File: src/rtl/reg_access_arbiter.sv
// Two-master round-robin arbiter in front of a single register file port.
// One transaction in flight at a time; reads wait for read_valid or a TIMEOUT-cycle timeout.
module reg_access_arbiter #(
    parameter int TIMEOUT = 4
) (
    input  logic        clk,
    input  logic        rst,
    input  logic        a_req,
    input  logic        a_write,
    input  logic [31:0] a_addr,
    input  logic [31:0] a_wdata,
    output logic        a_ack,
    output logic        a_rvalid,
    output logic        a_err,
    output logic [31:0] a_rdata,
    input  logic        b_req,
    input  logic        b_write,
    input  logic [31:0] b_addr,
    input  logic [31:0] b_wdata,
    output logic        b_ack,
    output logic        b_rvalid,
    output logic        b_err,
    output logic [31:0] b_rdata,
    output logic        write,
    output logic [31:0] write_addr,
    output logic [31:0] write_data,
    output logic        read,
    output logic [31:0] read_addr,
    input  logic        read_valid,
    input  logic [31:0] read_data
);

    localparam logic [3:0] TIMEOUT_CNT = 4'(TIMEOUT);

    typedef enum logic [1:0] {IDLE, ISSUE, WAIT} state_t;

    state_t      state;
    logic        owner_b;
    logic        is_write;
    logic        prio_b;
    logic [3:0]  count;

    logic        grant_b;
    logic        sel_write;
    logic [31:0] sel_addr;
    logic [31:0] sel_wdata;

    // B wins only when A is idle or when A was the last master served.
    always_comb begin
        grant_b   = b_req && (!a_req || prio_b);
        sel_write = grant_b ? b_write : a_write;
        sel_addr  = grant_b ? b_addr  : a_addr;
        sel_wdata = grant_b ? b_wdata : a_wdata;
    end

    // Every output is a pulse or a field tied to one state, so each is
    // cleared by default and only set on the edge entering that state.
    always_ff @(posedge clk or posedge rst) begin
        if (rst) begin
            state      <= IDLE;
            owner_b    <= 1'b0;
            is_write   <= 1'b0;
            prio_b     <= 1'b0;
            count      <= '0;
            a_ack      <= 1'b0;
            a_rvalid   <= 1'b0;
            a_err      <= 1'b0;
            a_rdata    <= '0;
            b_ack      <= 1'b0;
            b_rvalid   <= 1'b0;
            b_err      <= 1'b0;
            b_rdata    <= '0;
            write      <= 1'b0;
            write_addr <= '0;
            write_data <= '0;
            read       <= 1'b0;
            read_addr  <= '0;
        end else begin
            a_ack      <= 1'b0;
            a_rvalid   <= 1'b0;
            a_err      <= 1'b0;
            a_rdata    <= '0;
            b_ack      <= 1'b0;
            b_rvalid   <= 1'b0;
            b_err      <= 1'b0;
            b_rdata    <= '0;
            write      <= 1'b0;
            write_addr <= '0;
            write_data <= '0;
            read       <= 1'b0;
            read_addr  <= '0;
            case (state)
                IDLE: begin
                    if (a_req || b_req) begin
                        owner_b  <= grant_b;
                        is_write <= sel_write;
                        prio_b   <= !grant_b;
                        a_ack    <= !grant_b;
                        b_ack    <= grant_b;
                        state    <= ISSUE;
                        if (sel_write) begin
                            write      <= 1'b1;
                            write_addr <= sel_addr;
                            write_data <= sel_wdata;
                        end else begin
                            read      <= 1'b1;
                            read_addr <= sel_addr;
                        end
                    end
                end
                ISSUE: begin
                    count <= '0;
                    state <= is_write ? IDLE : WAIT;
                end
                WAIT: begin
                    // A response arriving on the timeout cycle still counts as valid.
                    if (read_valid) begin
                        a_rvalid <= !owner_b;
                        b_rvalid <= owner_b;
                        a_rdata  <= owner_b ? 32'h0 : read_data;
                        b_rdata  <= owner_b ? read_data : 32'h0;
                        state    <= IDLE;
                    end else if (count + 4'd1 == TIMEOUT_CNT) begin
                        a_rvalid <= !owner_b;
                        b_rvalid <= owner_b;
                        a_err    <= !owner_b;
                        b_err    <= owner_b;
                        count    <= count + 4'd1;
                        state    <= IDLE;
                    end else begin
                        count <= count + 4'd1;
                    end
                end
                default: state <= IDLE;
            endcase
        end
    end

endmodule
File: config.mk
export PLATFORM = sky130hd
export DESIGN_NAME = reg_access_arbiter
export DESIGN_NICKNAME = d
export VERILOG_FILES = /design/src/rtl/reg_access_arbiter.sv
export SDC_FILE = /design/constraint.sdc
export NUM_CORES = 1
export LEC_CHECK = 0
export CORE_MARGIN = 3
export CORE_UTILIZATION = 35
export DETAILED_ROUTE_END_ITERATION = 8
export PLACE_DENSITY = 0.82
export SYNTH_ARGS = -nofsm -noshare
export SYNTH_HDL_FRONTEND = slang
export SYNTH_SLANG_ARGS = --single-unit
File: constraint.sdc
create_clock -name clk -period 5.7 [get_ports clk]
set_input_delay 0.57 -clock clk [delete_from_list [all_inputs] [get_ports clk]]
set_output_delay 0.57 -clock clk [all_outputs]
set_load 0.02 [all_outputs]
Word-level counts from Yosys, hierarchy flattened
Index checks and enable logic that the tools add are counted.
- bits in registers: 177
- latch bits: 0
- memory bits (writable): 0
- bits in read-only memories: 0
- input bits: 167
- memories kept: 0
- add/subtract/negate cells: 1
- multipliers: 0
- divide/modulo/power cells: 0
- magnitude comparators: 0
- equality and inequality tests: 6
- shift-type cells: 0
- muxes and demuxes: 45
- bitwise gates (word level): 0
- reductions and logical operators: 11
- operators by type and width (cell ; count):
    $mux W32 ; 17
    $mux W1 ; 21
    $mux W2 ; 4
    $pmux W4 S2 ; 1
    $pmux W2 S3 ; 1
    $reduce_and A2 Y1 ; 3
    $add A4 B1 Y4 const B ; 1
    $eq A4 B3 Y1 const B ; 1
    $mux W4 ; 1
    $ne A2 B2 Y1 const B ; 2
    $logic_not A1 Y1 ; 3
    $ne A3 B3 Y1 const B ; 1
    $eq A2 B1 Y1 const B ; 1
    $eq A2 B2 Y1 const B ; 1
    $logic_not A2 Y1 ; 1
    $logic_or A1 B1 Y1 ; 2
    $reduce_bool A2 Y1 ; 1
    $logic_and A1 B1 Y1 ; 1

Logic depth before layout (Yosys ltp)
- depth in word-level cells: 7
- gate-level depth with buffers: 5
- gate-level depth less buffers: 4

Worst setup path after synthesis
OpenSTA, ideal clock, no wires.
- path kind: input -> register
- start point: input a_req
- end point: register write_addr[0]
- setup time: 0.065 ns
- data arrival time: 1.570 ns
- slack: 4.065 ns
- cell stages on the path: 5
- path buffers: 2
- cell sequence: or3b_4 -> nor3b_2 -> buf_4 -> buf_2 -> a22o_1
- cells in the longest elaborated chain, start to end: 7
- ends and longest elaborated chain (element ; RTL line ; text):
    from (decl) ; 8 ; input logic a_req,
    $logic_not A1 Y1 ; 50 ; grant_b = b_req && (!a_req || prio_b);
    $logic_or A1 B1 Y1 ; 50 ;
    $logic_and A1 B1 Y1 ; 50 ;
    $mux W32 or $mux W1 (tied branches) ; 52, 51 ;
    $mux W32 ; 101 ; if (sel_write) begin
    $mux W32 (*) ; 94 ; if (a_req || b_req) begin
    $mux W32 (*) ; 92 ; case (state)
    to (signal assigned) ; 103 ; write_addr <= sel_addr;
    to (decl) ; 25 ; output logic [31:0] write_addr,
Every way passes the cells marked *; elsewhere a longest branch is shown, timed or not.
A chain may end at the register's enable or synchronous reset.

Worst setup path in the final report
- start point: input b_req
- end point: register write_addr[5]
- cells in the longest elaborated chain, start to end: 5
- ends and longest elaborated chain (element ; RTL line ; text):
    from (decl) ; 16 ; input logic b_req,
    $logic_and A1 B1 Y1 ; 50 ;
    $mux W32 or $mux W1 (tied branches) ; 52, 51 ;
    $mux W32 ; 101 ;
    $mux W32 (*) ; 94 ;
    $mux W32 (*) ; 92 ;
Marks and branches as above.

==> impl_table.tex <==
\begin{tabular}{lr}
\hline
Metric & Value \\
\hline
\multicolumn{2}{l}{\textbf{Setup path}} \\
Kind of cell adding the most delay to the critical path & buffers and inverters \\
Cell at the slowest stage of the critical path & sky130\_fd\_sc\_hd\_\_buf\_4 \\
Slack of the worst reg-to-reg path & between 3 and 4 ns \\
Number of cell instances on the worst register-to-register path & 4 \\
Worst R2R End & write\_addr[5] \\
Startpoint of the most critical register-to-register path & state[0] \\
WS Path Type & in -> reg \\
Sort of element at the start of the critical path & input pin \\
Arrival time at the worst endpoint & $\sim$2.6 ns \\
Worst path required time & roughly 6 ns \\
Number of cells on the critical path & 5 \\
Highest net fanout along the worst path & 64 \\
Crit-path cells & clkdlybuf4s50\_1 > or3b\_4 > nor3b\_4 > buf\_4 > a22o\_1 \\
Setup crit end kind & register \\
Highest cell delay on the worst timing path & around 0.56 ns \\
Worst path buffer plus inverter count & 2 \\
\multicolumn{2}{l}{\textbf{Synth}} \\
Most area-hungry cell type in the Yosys netlist & sky130\_fd\_sc\_hd\_\_dfrtp\_1 \\
Post-synthesis async set-or-reset flop share & 100.0\% \\
Synth Net Count & approximately 590 \\
Most common cell in the synthesized netlist & sky130\_fd\_sc\_hd\_\_dfrtp\_1 \\
EDFF count, synth & 0 \\
Syn. warnings & 0 \\
Portion of synthesized cell area occupied by the leading cell type & 70.72\% \\
Post-synthesis instance total & approximately 430 \\
Leading cell types by total area after synthesis & sky130\_fd\_sc\_hd\_\_dfrtp\_1, sky130\_fd\_sc\_hd\_\_a22o\_1, sky130\_fd\_sc\_hd\_\_and2\_1 \\
Flip-flop and latch count after synthesis & roughly 180 \\
Sequential-to-total area share from yosys stat & a little over two thirds \\
Most frequent cells after synthesis & sky130\_fd\_sc\_hd\_\_dfrtp\_1, sky130\_fd\_sc\_hd\_\_a22o\_1, sky130\_fd\_sc\_hd\_\_and2\_1 \\
Post-Syn Area & between 6000 and 7000 µm² \\
Yosys cell types & 33 \\
Avg Cell Area, Syn & approximately 15 µm² \\
Commonest register cell after synthesis & sky130\_fd\_sc\_hd\_\_dfrtp\_1 \\
\multicolumn{2}{l}{\textbf{Power}} \\
Internal Dissipation & between 2 and 3 mW \\
Static leakage & around 4.7 nW \\
Cell Pwr Density & roughly 360 nW/µm² \\
Worst supply voltage drop on vdd & about 0.00027 V \\
Fraction of power spent switching nets & 28.83\% \\
Clk network pwr share & $\sim$32\% \\
Switching power of the nets & approximately 1.1 mW \\
Power share of the combinational group & around 28\% \\
Part of the total power dissipated in sequential elements & around two fifths \\
\multicolumn{2}{l}{\textbf{Hold path}} \\
Min-delay src & is\_write \\
WHS Endpoint & state[1] \\
Hold Crit Depth & 1 \\
Class of the tightest hold or removal check & reg -> reg \\
\multicolumn{2}{l}{\textbf{Flow run}} \\
Maximum Capacitance Violations & 0 \\
\multicolumn{2}{l}{\textbf{CTS}} \\
Hold-fix buffers, CTS & 0 \\
Number of instances resized during post-cts repair & 0 \\
CTS root buffer & sky130\_fd\_sc\_hd\_\_clkbuf\_16 \\
Total clock sinks & between 150 and 200 \\
Clock latency reported for the late side of the worst-skew pair & 0.41 ns \\
Setup bufs post-CTS & 0 \\
Total CTS buffers & 17 \\
Buffers from clock root to sink, at most & 2 \\
Number of levels in the clock H-tree & 4 \\
TritonCTS clock tree & yes \\
Clock edge transition at the registers on the reported setup and hold paths & $\sim$0.060 ns \\
\multicolumn{2}{l}{\textbf{Routing}} \\
Post-detailed-route via-to-cell ratio & between 4 and 5 \\
Wire length reported by the detailed router & 19130 µm \\
Remaining routing DRC violations & 0 \\
Detail Route Antenna Nets & 0 \\
Count of routing violations after the opening detailed-route iteration & between 150 and 200 \\
Average wire per standard cell & 19.27 µm \\
Number of vias in the routed layout & 4781 \\
Router iterations before antenna repair & 4 \\
\multicolumn{2}{l}{\textbf{Global route}} \\
Global route total overflow & 0 \\
First-pass GRT wire length & 29150 µm \\
Total track usage & between 10\% and 20\% \\
Pin count of the biggest net entering global routing & a little under 80 \\
Number of antenna violations at the first check in global routing & 0 \\
Via count of the first global-routing pass & 5004 \\
\multicolumn{2}{l}{\textbf{Timing}} \\
RSZ-0062 raised after global routing & false \\
Peak Freq & approximately 440 MHz \\
Final worst setup slack & $\sim$3.4 ns \\
Number of hold-slack violations in the final timing report & 0 \\
Pins Over Slew Limit & 0 \\
Share of the clock period used by the worst path after layout & 39.54\% \\
Least-Margin Pin Slew & slightly below 1 ns \\
Accumulated negative setup slack & 0 ns \\
Remaining max-slew budget at the tightest pin & a little over a third \\
Final critical delay including setup and external delays & between 2 and 2.5 ns \\
Final clock skew & about 0.008 ns \\
Final setup violation count & 0 \\
\multicolumn{2}{l}{\textbf{Placed design}} \\
RePlAce Congestion & slightly above 0.8 \\
Number of placed cells counting well taps & slightly below 1k \\
Placement-stage worst setup slack & $\sim$3.0 ns \\
Number of input and output port buffers inserted & 334 \\
Post-detailed-placement half-perimeter wirelength & $\sim$14000 µm \\
\multicolumn{2}{l}{\textbf{Die}} \\
Die height & between 100 and 150 µm \\
DIE AREA & just under 20000 µm² \\
Cell row count & 48 \\
Io pins & $\sim$340 \\
X dimension of the die & $\sim$140 µm \\
Area of the core & roughly 17000 µm² \\
Starting Density & 35.96\% \\
\multicolumn{2}{l}{\textbf{Layout}} \\
Antenna fix cells & 0 \\
Number of fill cells in the layout & $\sim$1.4k \\
P\&R area growth vs syn & 65.44\% \\
Layout Nets & slightly above 900 \\
End-of-flow core utilization & 59.50\% \\
Final non-filler cell total & 993 \\
Seq. cell area & between 4000 and 5000 µm² \\
Fraction of final layout cells with drive strength greater than 1 & 5.729\% \\
Multi-input logic area & about 1600 µm² \\
\multicolumn{2}{l}{\textbf{Outcome}} \\
Outcome & finished clean \\
\hline
\end{tabular}
==> cells by family (layout without fill, tap and decap cells) <==
group,count (synthesis),count (layout),synth area share (%)
and+or+nand+nor,103,103,10.43
buffers and inverters,33,376,3.616
AOI/OAI and AO/OA,111,111,15.04
adders and majority gates,1,1,0.1997
DFF,177,177,70.72
==> worst max path at each step <==
stage,start,endpoint,slack (ns)
after floorplan,rst,a_ack,0.33
after global placement,b_req,write_addr[2],3.07
after detailed placement,b_req,write_data[7],3.03
after CTS,b_req,write_addr[12],3.47
after global routing,b_req,write_addr[12],3.37
final,b_req,write_addr[5],3.45
==> cell usage in the layout (no fill, tap or decap), drive strengths merged, types with 3 or more instances in the layout <==
master	count
inv	8
nand2	3
clkdlybuf4s50	334
and3	5
nor3	3
dfrtp	177
buf	6
and2	67
a21o	3
o21ai	5
clkbuf	21
bufinv	3
nor2	7
a22o	98
nor3b	3
nor2b	3
==> worst register-to-register path, cell delays in order (launching register included) <==
cell,delay [ns]
sky130_fd_sc_hd__dfrtp_1,0.53
sky130_fd_sc_hd__or3b_4,0.50
sky130_fd_sc_hd__nor3b_4,0.17
sky130_fd_sc_hd__buf_4,0.56
sky130_fd_sc_hd__a22o_1,0.33
==> power groups by stage <==
stage	clock network (mW)	registers (mW)	logic, mW
3_3_place_gp	0	1.53	1.03
3_5_place_dp	0	1.54	1.04
5_1_grt	1.28	1.53	1.09
4_1_cts	1.23	1.52	1.05
2_1_floorplan	0	1.73	0.308
6_report	1.20	1.51	1.03
==> final cells by class <==
| type | instances | share of cell area (%) |
|---|---|---|
| Timing Repair Buffer | 340 | 32.70 |
| Sequential cell | 177 | 42.74 |
| Multi-Input combinational cell | 215 | 15.76 |
| Clock inverter | 11 | 1.449 |
| Tap cell | 225 | 2.717 |
| Clock buffer | 21 | 4.443 |
| Inverter | 4 | 0.1932 |
==> routing by layer <==
metal,track usage [%],wire [µm],up-vias
li1,-,-,2165
met1,21.17,6787,2376
met2,35.58,10510,205
met3,4.674,1170,35
met4,8.720,664,0
met5,0,0,-
==> stage by stage <==
stage	instance area, µm²	hold slack [ns]	power [mW]
after floorplan	6264	0.4228	2.039
after global placement	9752	0.4476	2.559
after detailed placement	9752	0.4843	2.582
after CTS	10360	0.4914	3.791
after global routing	10360	0.5206	3.911
final	10360	0.4811	3.747
==> sequential cells by signal, indices dropped and copies added, names as in the netlist <==
signal and cells:
write 1, read_addr 32, a_rvalid 1, write_addr 32, b_rdata 32, prio_b 1
a_ack 1, b_ack 1, a_err 1, is_write 1, b_err 1, a_rdata 32
count 4, write_data 32, read 1, state 2, owner_b 1, b_rvalid 1
Power figures use the tool's default switching activity.
